==> src/rtl/timer_dev.sv <==
// Memory-mapped countdown timer: CTRL/PRESET/COUNT registers, a load/count/interrupt
// FSM and a level interrupt request gated by the CTRL mask bit.
module timer_dev (
    input  logic        clk,
    input  logic        reset,
    input  logic [1:0]  addr,
    input  logic        we,
    input  logic [31:0] wdata,
    output logic [31:0] rdata,
    output logic        irq
);
    typedef enum logic [1:0] {IDLE, LOAD, CNT, INT} state_t;

    localparam logic [1:0] A_CTRL   = 2'b00;
    localparam logic [1:0] A_PRESET = 2'b01;
    localparam logic [1:0] A_COUNT  = 2'b10;

    state_t      state, state_nxt;
    logic [3:0]  ctrl;          // [3] IM, [2:1] MODE, [0] EN
    logic [31:0] preset;
    logic [31:0] count, count_nxt;
    logic        pending, pending_nxt;
    logic        en_nxt;
    logic        ctrl_wr, preset_wr;

    assign ctrl_wr   = we && (addr == A_CTRL);
    assign preset_wr = we && (addr == A_PRESET);

    always_comb begin
        state_nxt   = state;
        count_nxt   = count;
        pending_nxt = pending;
        en_nxt      = ctrl[0];
        case (state)
            IDLE: if (ctrl[0]) state_nxt = LOAD;
            LOAD: begin
                count_nxt = preset;
                state_nxt = CNT;
            end
            CNT: begin
                if (!ctrl[0]) begin
                    state_nxt = IDLE;
                end else if (count > 32'd1) begin
                    count_nxt = count - 32'd1;
                end else begin
                    // a preset of 0 expires exactly like a preset of 1
                    count_nxt   = 32'd0;
                    pending_nxt = 1'b1;
                    state_nxt   = INT;
                end
            end
            INT: begin
                if (ctrl[2:1] == 2'b01) begin
                    pending_nxt = 1'b0;
                    state_nxt   = LOAD;
                end else begin
                    en_nxt    = 1'b0;
                    state_nxt = IDLE;
                end
            end
            default: state_nxt = IDLE;
        endcase
    end

    always_ff @(posedge clk) begin
        if (reset) begin
            state   <= IDLE;
            ctrl    <= 4'd0;
            preset  <= 32'd0;
            count   <= 32'd0;
            pending <= 1'b0;
        end else begin
            // a CTRL write overrides whatever the FSM would have done this edge
            if (ctrl_wr) begin
                ctrl    <= wdata[3:0];
                pending <= 1'b0;
                state   <= IDLE;
            end else begin
                state   <= state_nxt;
                count   <= count_nxt;
                pending <= pending_nxt;
                ctrl[0] <= en_nxt;
            end
            if (preset_wr) preset <= wdata;
        end
    end

    always_comb begin
        case (addr)
            A_CTRL:   rdata = {28'd0, ctrl};
            A_PRESET: rdata = preset;
            A_COUNT:  rdata = count;
            default:  rdata = 32'd0;
        endcase
    end

    assign irq = ctrl[3] & pending;
endmodule
==> config.mk <==
export PLATFORM = sky130hd
export DESIGN_NAME = timer_dev
export DESIGN_NICKNAME = d
export VERILOG_FILES = /design/src/rtl/timer_dev.sv
export SDC_FILE = /design/constraint.sdc
export NUM_CORES = 1
export LEC_CHECK = 0
export ABC_AREA = 0
export CELL_PAD_IN_SITES_DETAIL_PLACEMENT = 0
export CELL_PAD_IN_SITES_GLOBAL_PLACEMENT = 1
export CORE_UTILIZATION = 36
export CTS_BUF_LIST = sky130_fd_sc_hd__clkbuf_8
export DETAILED_ROUTE_END_ITERATION = 8
export HOLD_SLACK_MARGIN = 0.12
export PLACE_DENSITY = 0.87
export REMOVE_ABC_BUFFERS = 1
export SYNTH_ARGS = -nofsm -noshare
export SYNTH_HDL_FRONTEND = slang
export SYNTH_SLANG_ARGS = --single-unit
==> constraint.sdc <==
create_clock -name clk -period 2.7 [get_ports clk]
set_input_delay 0.405 -clock clk [delete_from_list [all_inputs] [get_ports clk]]
set_output_delay 0.405 -clock clk [all_outputs]
set_load 0.1 [all_outputs]
Yosys cells after proc, flatten, opt, wreduce, memory -nomap -nowiden
Cells that the tools add are included.
Word-level totals
  flip-flop bits (word level): 71
  latch bits: 0
  bits in writable memories: 0
  bits in read-only memories: 0
  input bits: 37
  output and inout port bits: 33
  word-level logic and storage cells: 50
  memories kept: 0
Operators by class
  $add $sub $neg: 1
  multiply operators: 0
  div/mod/pow operators: 0
  order comparisons: 1
  equality and inequality tests: 12
  shift-type cells: 0
  mux-type cells: 16
  bitwise gates (word level): 2
  reduce and logical (&&, ||, !) cells: 12
Operators by type and width (number)
  one-hot mux 32 bit (3 select lines): 1
  2-to-1 mux 32 bit: 2
  one-hot mux 32 bit (2 select lines): 1
  greater-than comparator 32 x 1 -> 1 bit, second input constant: 1
  subtractor 32 x 1 -> 32 bit, second input constant: 1
  inequality test 2 bit, second input constant: 5
  one-hot mux 2 bit (4 select lines): 1
  2-to-1 mux 1 bit: 7
  == test 2 x 1 -> 1 bit, second input constant: 3
  == test 2 bit, second input constant: 3
  2-to-1 mux 2 bit: 3
  nonzero test 2 bit: 3
  zero test 2 bit: 2
  AND reduction 2 bit: 2
  AND reduction 4 bit: 1
  inequality test 3 bit, second input constant: 1
  AND reduction 3 bit: 1
  logical AND 1 bit: 2
  one-hot mux 1 bit (2 select lines): 1
  OR reduction 2 bit: 1
  bitwise AND 1 bit: 1
  inverter 1 bit: 1

Depth between registers and ports, before layout
  depth after elaboration: 4
  mapped depth: 9
  mapped depth without buffers: 7

Worst setup path after synthesis
Ideal clock, no wire load.
  path kind: input to output
  from: in addr[1]
  to: out rdata[3]
  arrival: 2906 ps
  data required time: 2295 ps
  slack: -611 ps
  stages: 3
  buffers on the path: 1
  cell sequence: clkbuf_1 -> mux2i_1 -> o21ai_0
On the way
  longest elaborated chain between the ends: 2
  elaborated cells between the ends (all ways): 4
  classes of those cells: eq/ne: 2; mux: 1; reduce/logical: 1
RTL lines
  start, declared: line 6  | input logic [1:0] addr,
  == test 2 bit, or another cell as far along: line 89  | case (addr)
  one-hot mux 32 bit (3 select lines) *: line 89
  end, declared: line 9  | output logic [31:0] rdata,
Every way passes the cells marked *; elsewhere a longest branch is shown, timed or not.

Final worst setup path
  from: reg count[1]
  to: reg count[28]
On the way
  longest elaborated chain between the ends: 4
  elaborated cells between the ends (all ways): 5
  classes of those cells: add/sub: 1; order compare: 1; mux: 3
RTL lines
  start, declared: line 21  | logic [31:0] count, count_nxt;
  start signal, assigned: line 80  | count <= count_nxt;
  subtractor 32 x 1 -> 32 bit / greater-than comparator 32 x 1 -> 1 bit (equally long branches): line 44, 43
  2-to-1 mux 32 bit *: line 43  | end else if (count > 32'd1) begin
  2-to-1 mux 32 bit *: line 41  | if (!ctrl[0]) begin
  one-hot mux 32 bit (2 select lines) *: line 34  | case (state)
Every way passes the cells marked *; elsewhere a longest branch is shown, timed or not. The select of a mux whose other input is x is not followed.
A chain may end at the register's enable or synchronous reset.

==> flow_summary.ini <==
[global_routing]
grt_pass1_wl_mm = 20.6
antenna_found_initial = 0
grt_overflow = 0
grt_pass1_vias = 4167
grt_max_degree = 33
track_usage_pct = 22.1

[logic_synthesis]
synth_top_area_share_pct = 34.8
ys_ff_latch = 71
yosys_most_used_dff = dfxtp_1
ys_seq_area_share_pct = 34.8
synth.cell_area_sq_mm = 0.00408
ys_types = 49
synthTopCellsByArea = dfxtp_1 35%, a21oi_1 8.3%, nand2_1 7.8%
synth_cells = 533
ys.warnings.count = 0
synth_area_leader_cell = dfxtp_1
synth-edff-count = 0
async_reset_ff_share_pct = 0
synth_area_per_cell_sq_um = 7.66

[cts]
post_cts_buffers = 0
h-tree-depth = 3
clk_path_buf_depth = 2
clock_sinks = 71
numCtsBuffers = 9
root_buffer = clkbuf_8
clk_latency_ns = 0.35
clkTransAtPathRegs_ns = 0.07
cts_tree = yes
holdBufCountCts = 0

[worst_setup_path]
cpPeakStageDelay_ns = 0.55
critPathCaptureType = flip-flop
cp_max_fo = 5
cp.required_ns = 2.99
crit_slowest_cell = or4b_1
worstSetupStartpointType = flip-flop
cp.arrival_ns = 2.88
crit_type = reg -> reg
path_cells = inv_1 > ha_1 > or3b_2 > nor4_2 > buf_4 > nand2_1 > or4b_1 > a31oi_1

[route]
vias = 4384
firstDrtPassIters = 4
drtAntennaViolNets = 0
drcViolationCount = 0
wl_per_cell_um = 16.9
wl_mm = 12.5
viasPerCell = 5.92
drtIter0Drc = 247

[timing]
hold_slack_ns = 0.457
finalHoldViolations = 0
finalSetupTns_ns = 0
rsz0062_at_grt = false
fin_worst_skew_ns = 0.00692
setup_viol = 0
drv_slew = 0
relSlewSlack_pct = 66.5
worstMarginPinSlew_ns = 0.501
fmaxAchievable_mhz = 386
post-route-min-period_ns = 2.59
min_period_over_period_pct = 96.0

[die]
dieHeight_um = 108
dieArea_sq_mm = 0.0118
die_x_um = 108
start_util_pct = 37.3
coreArea_sq_mm = 0.0109
rows = 38
ios = 70

[power]
finalPower_w = 0.00273
p_leak_nw = 2.09
p_per_area_mw_per_mm2 = 497
ir_drop_mv = 0.252

[placement]
placed_cells = 727
io_buffers = 69
place_congestion = 0.895
hpwlAfterDp_mm = 8.80

[cells_and_area]
final_layout_size_suffix_gt1_share_pct = 15.5
antennaDiodeCount = 0
nNetsFinal = 641
area_growth_pct = 34.4
instances_no_fill = 740

[outcome]
status = complete, no violations

[job]
maxCapViolCount = 0

[hold_path]
hold_path.class = in -> reg
==> cell families after synthesis <==
kind of cell / share of synthesized area (%)
AOI/OAI and AO/OA: 27.5
muxes: 1.47
DFF: 34.8
and+or+nand+nor: 27.9
buffers and inverters: 6.47
adders and majority gates: 1.84
==> critical path: cells and delay by family, from the launching register on <==
family          cells  cell delay (ns)
buf+inv             2             0.32
simple gates        4             1.46
flops               1             0.35
compound gates      1             0.13
fa+ha+maj           1             0.26
==> layer usage <==
| layer | track usage, % | vias to the layer above | wire (um) |
|---|---|---|---|
| met1 | 28.7 | 2083 | 5520 |
| met2 | 36.4 | 164 | 5990 |
| li1 | - | 2118 | - |
| met3 | 4.40 | 19 | 800 |
| met5 | 0 | - | 0 |
| met4 | 7.63 | 0 | 176 |
==> power breakdown <==
group          total [W]  switching, W  internal (W)
Combinational   0.000883      0.000540      0.000344
Sequential       0.00112     0.0000381       0.00108
Clock           0.000723      0.000386      0.000337
==> flip-flops by register name (all words and copies together), names as in the netlist <==
signal and count:
pending 1, preset 32, state 2, count 32, ctrl 4
==> cell type report <==
cell class                 instances  area (sq um)
inverter                          14          52.6
fill                            1110          5450
tap                              140           175
clock buffer                      10           138
clock inverter                     3          13.8
sequential                        71          1420
multi-input combinational        398          2410
timing repair buffer             104          1280
==> layout by cell type, fill, tap and decap left out, drive strengths merged, types with 10 or more instances in the layout <==
master / Yosys / final
nand2: 85 / 85
dfxtp: 71 / 71
buf: 7 / 69
a21oi: 68 / 68
clkdlybuf4s50: 0 / 35
a22o: 28 / 28
or4: 23 / 23
and3: 22 / 22
nand3: 19 / 19
a31oi: 19 / 19
inv: 14 / 15
nor4: 15 / 15
o21ai: 14 / 14
nor2: 13 / 13
or3: 11 / 11
clkbuf: 43 / 10
==> Yosys cell counts (4+ instances only) <==
cell / number
nand2_1: 85
and3_1: 22
or4_1: 20
nand3_1: 19
ha_1: 6
o32ai_1: 6
clkbuf_1: 43
nor3_1: 9
dfxtp_1: 71
o21a_1: 6
nor2_1: 13
mux2i_1: 6
nor4_1: 14
or3_1: 10
a22oi_1: 4
a31oi_1: 19
a21oi_1: 68
o311ai_0: 5
nand4_1: 4
o21ai_0: 14
a22o_1: 28
inv_1: 14
==> through the flow <==
step / setup slack [ns] / instance area [sq um] / util [%]
after global routing: 0.00919 / 5490 / 50.2
after CTS: 0.0315 / 5480 / 50.1
after floorplan: -0.408 / 3870 / -
after global placement: 0.162 / 5330 / 48.7
after detailed placement: 0.0728 / 5330 / 48.7
final: 0.107 / 5490 / 50.2
==> final timing paths <==
kind / cells after the start / slack [ns] / endpoint / from
max: 8 / 0.11 / count[28] / count[1]
min: 2 / 0.46 / count[10] / reset
max reg2reg: 8 / 0.11 / count[28] / count[1]
min reg2reg: 2 / 0.47 / preset[7] / preset[7]
==> timing repair <==
action	in CTS	in global routing
setup endpoints to repair	0	3
endpoints found under the hold margin	0	0
gates resized for setup	0	1
Note: power is estimated with default switching activity, not from simulation.
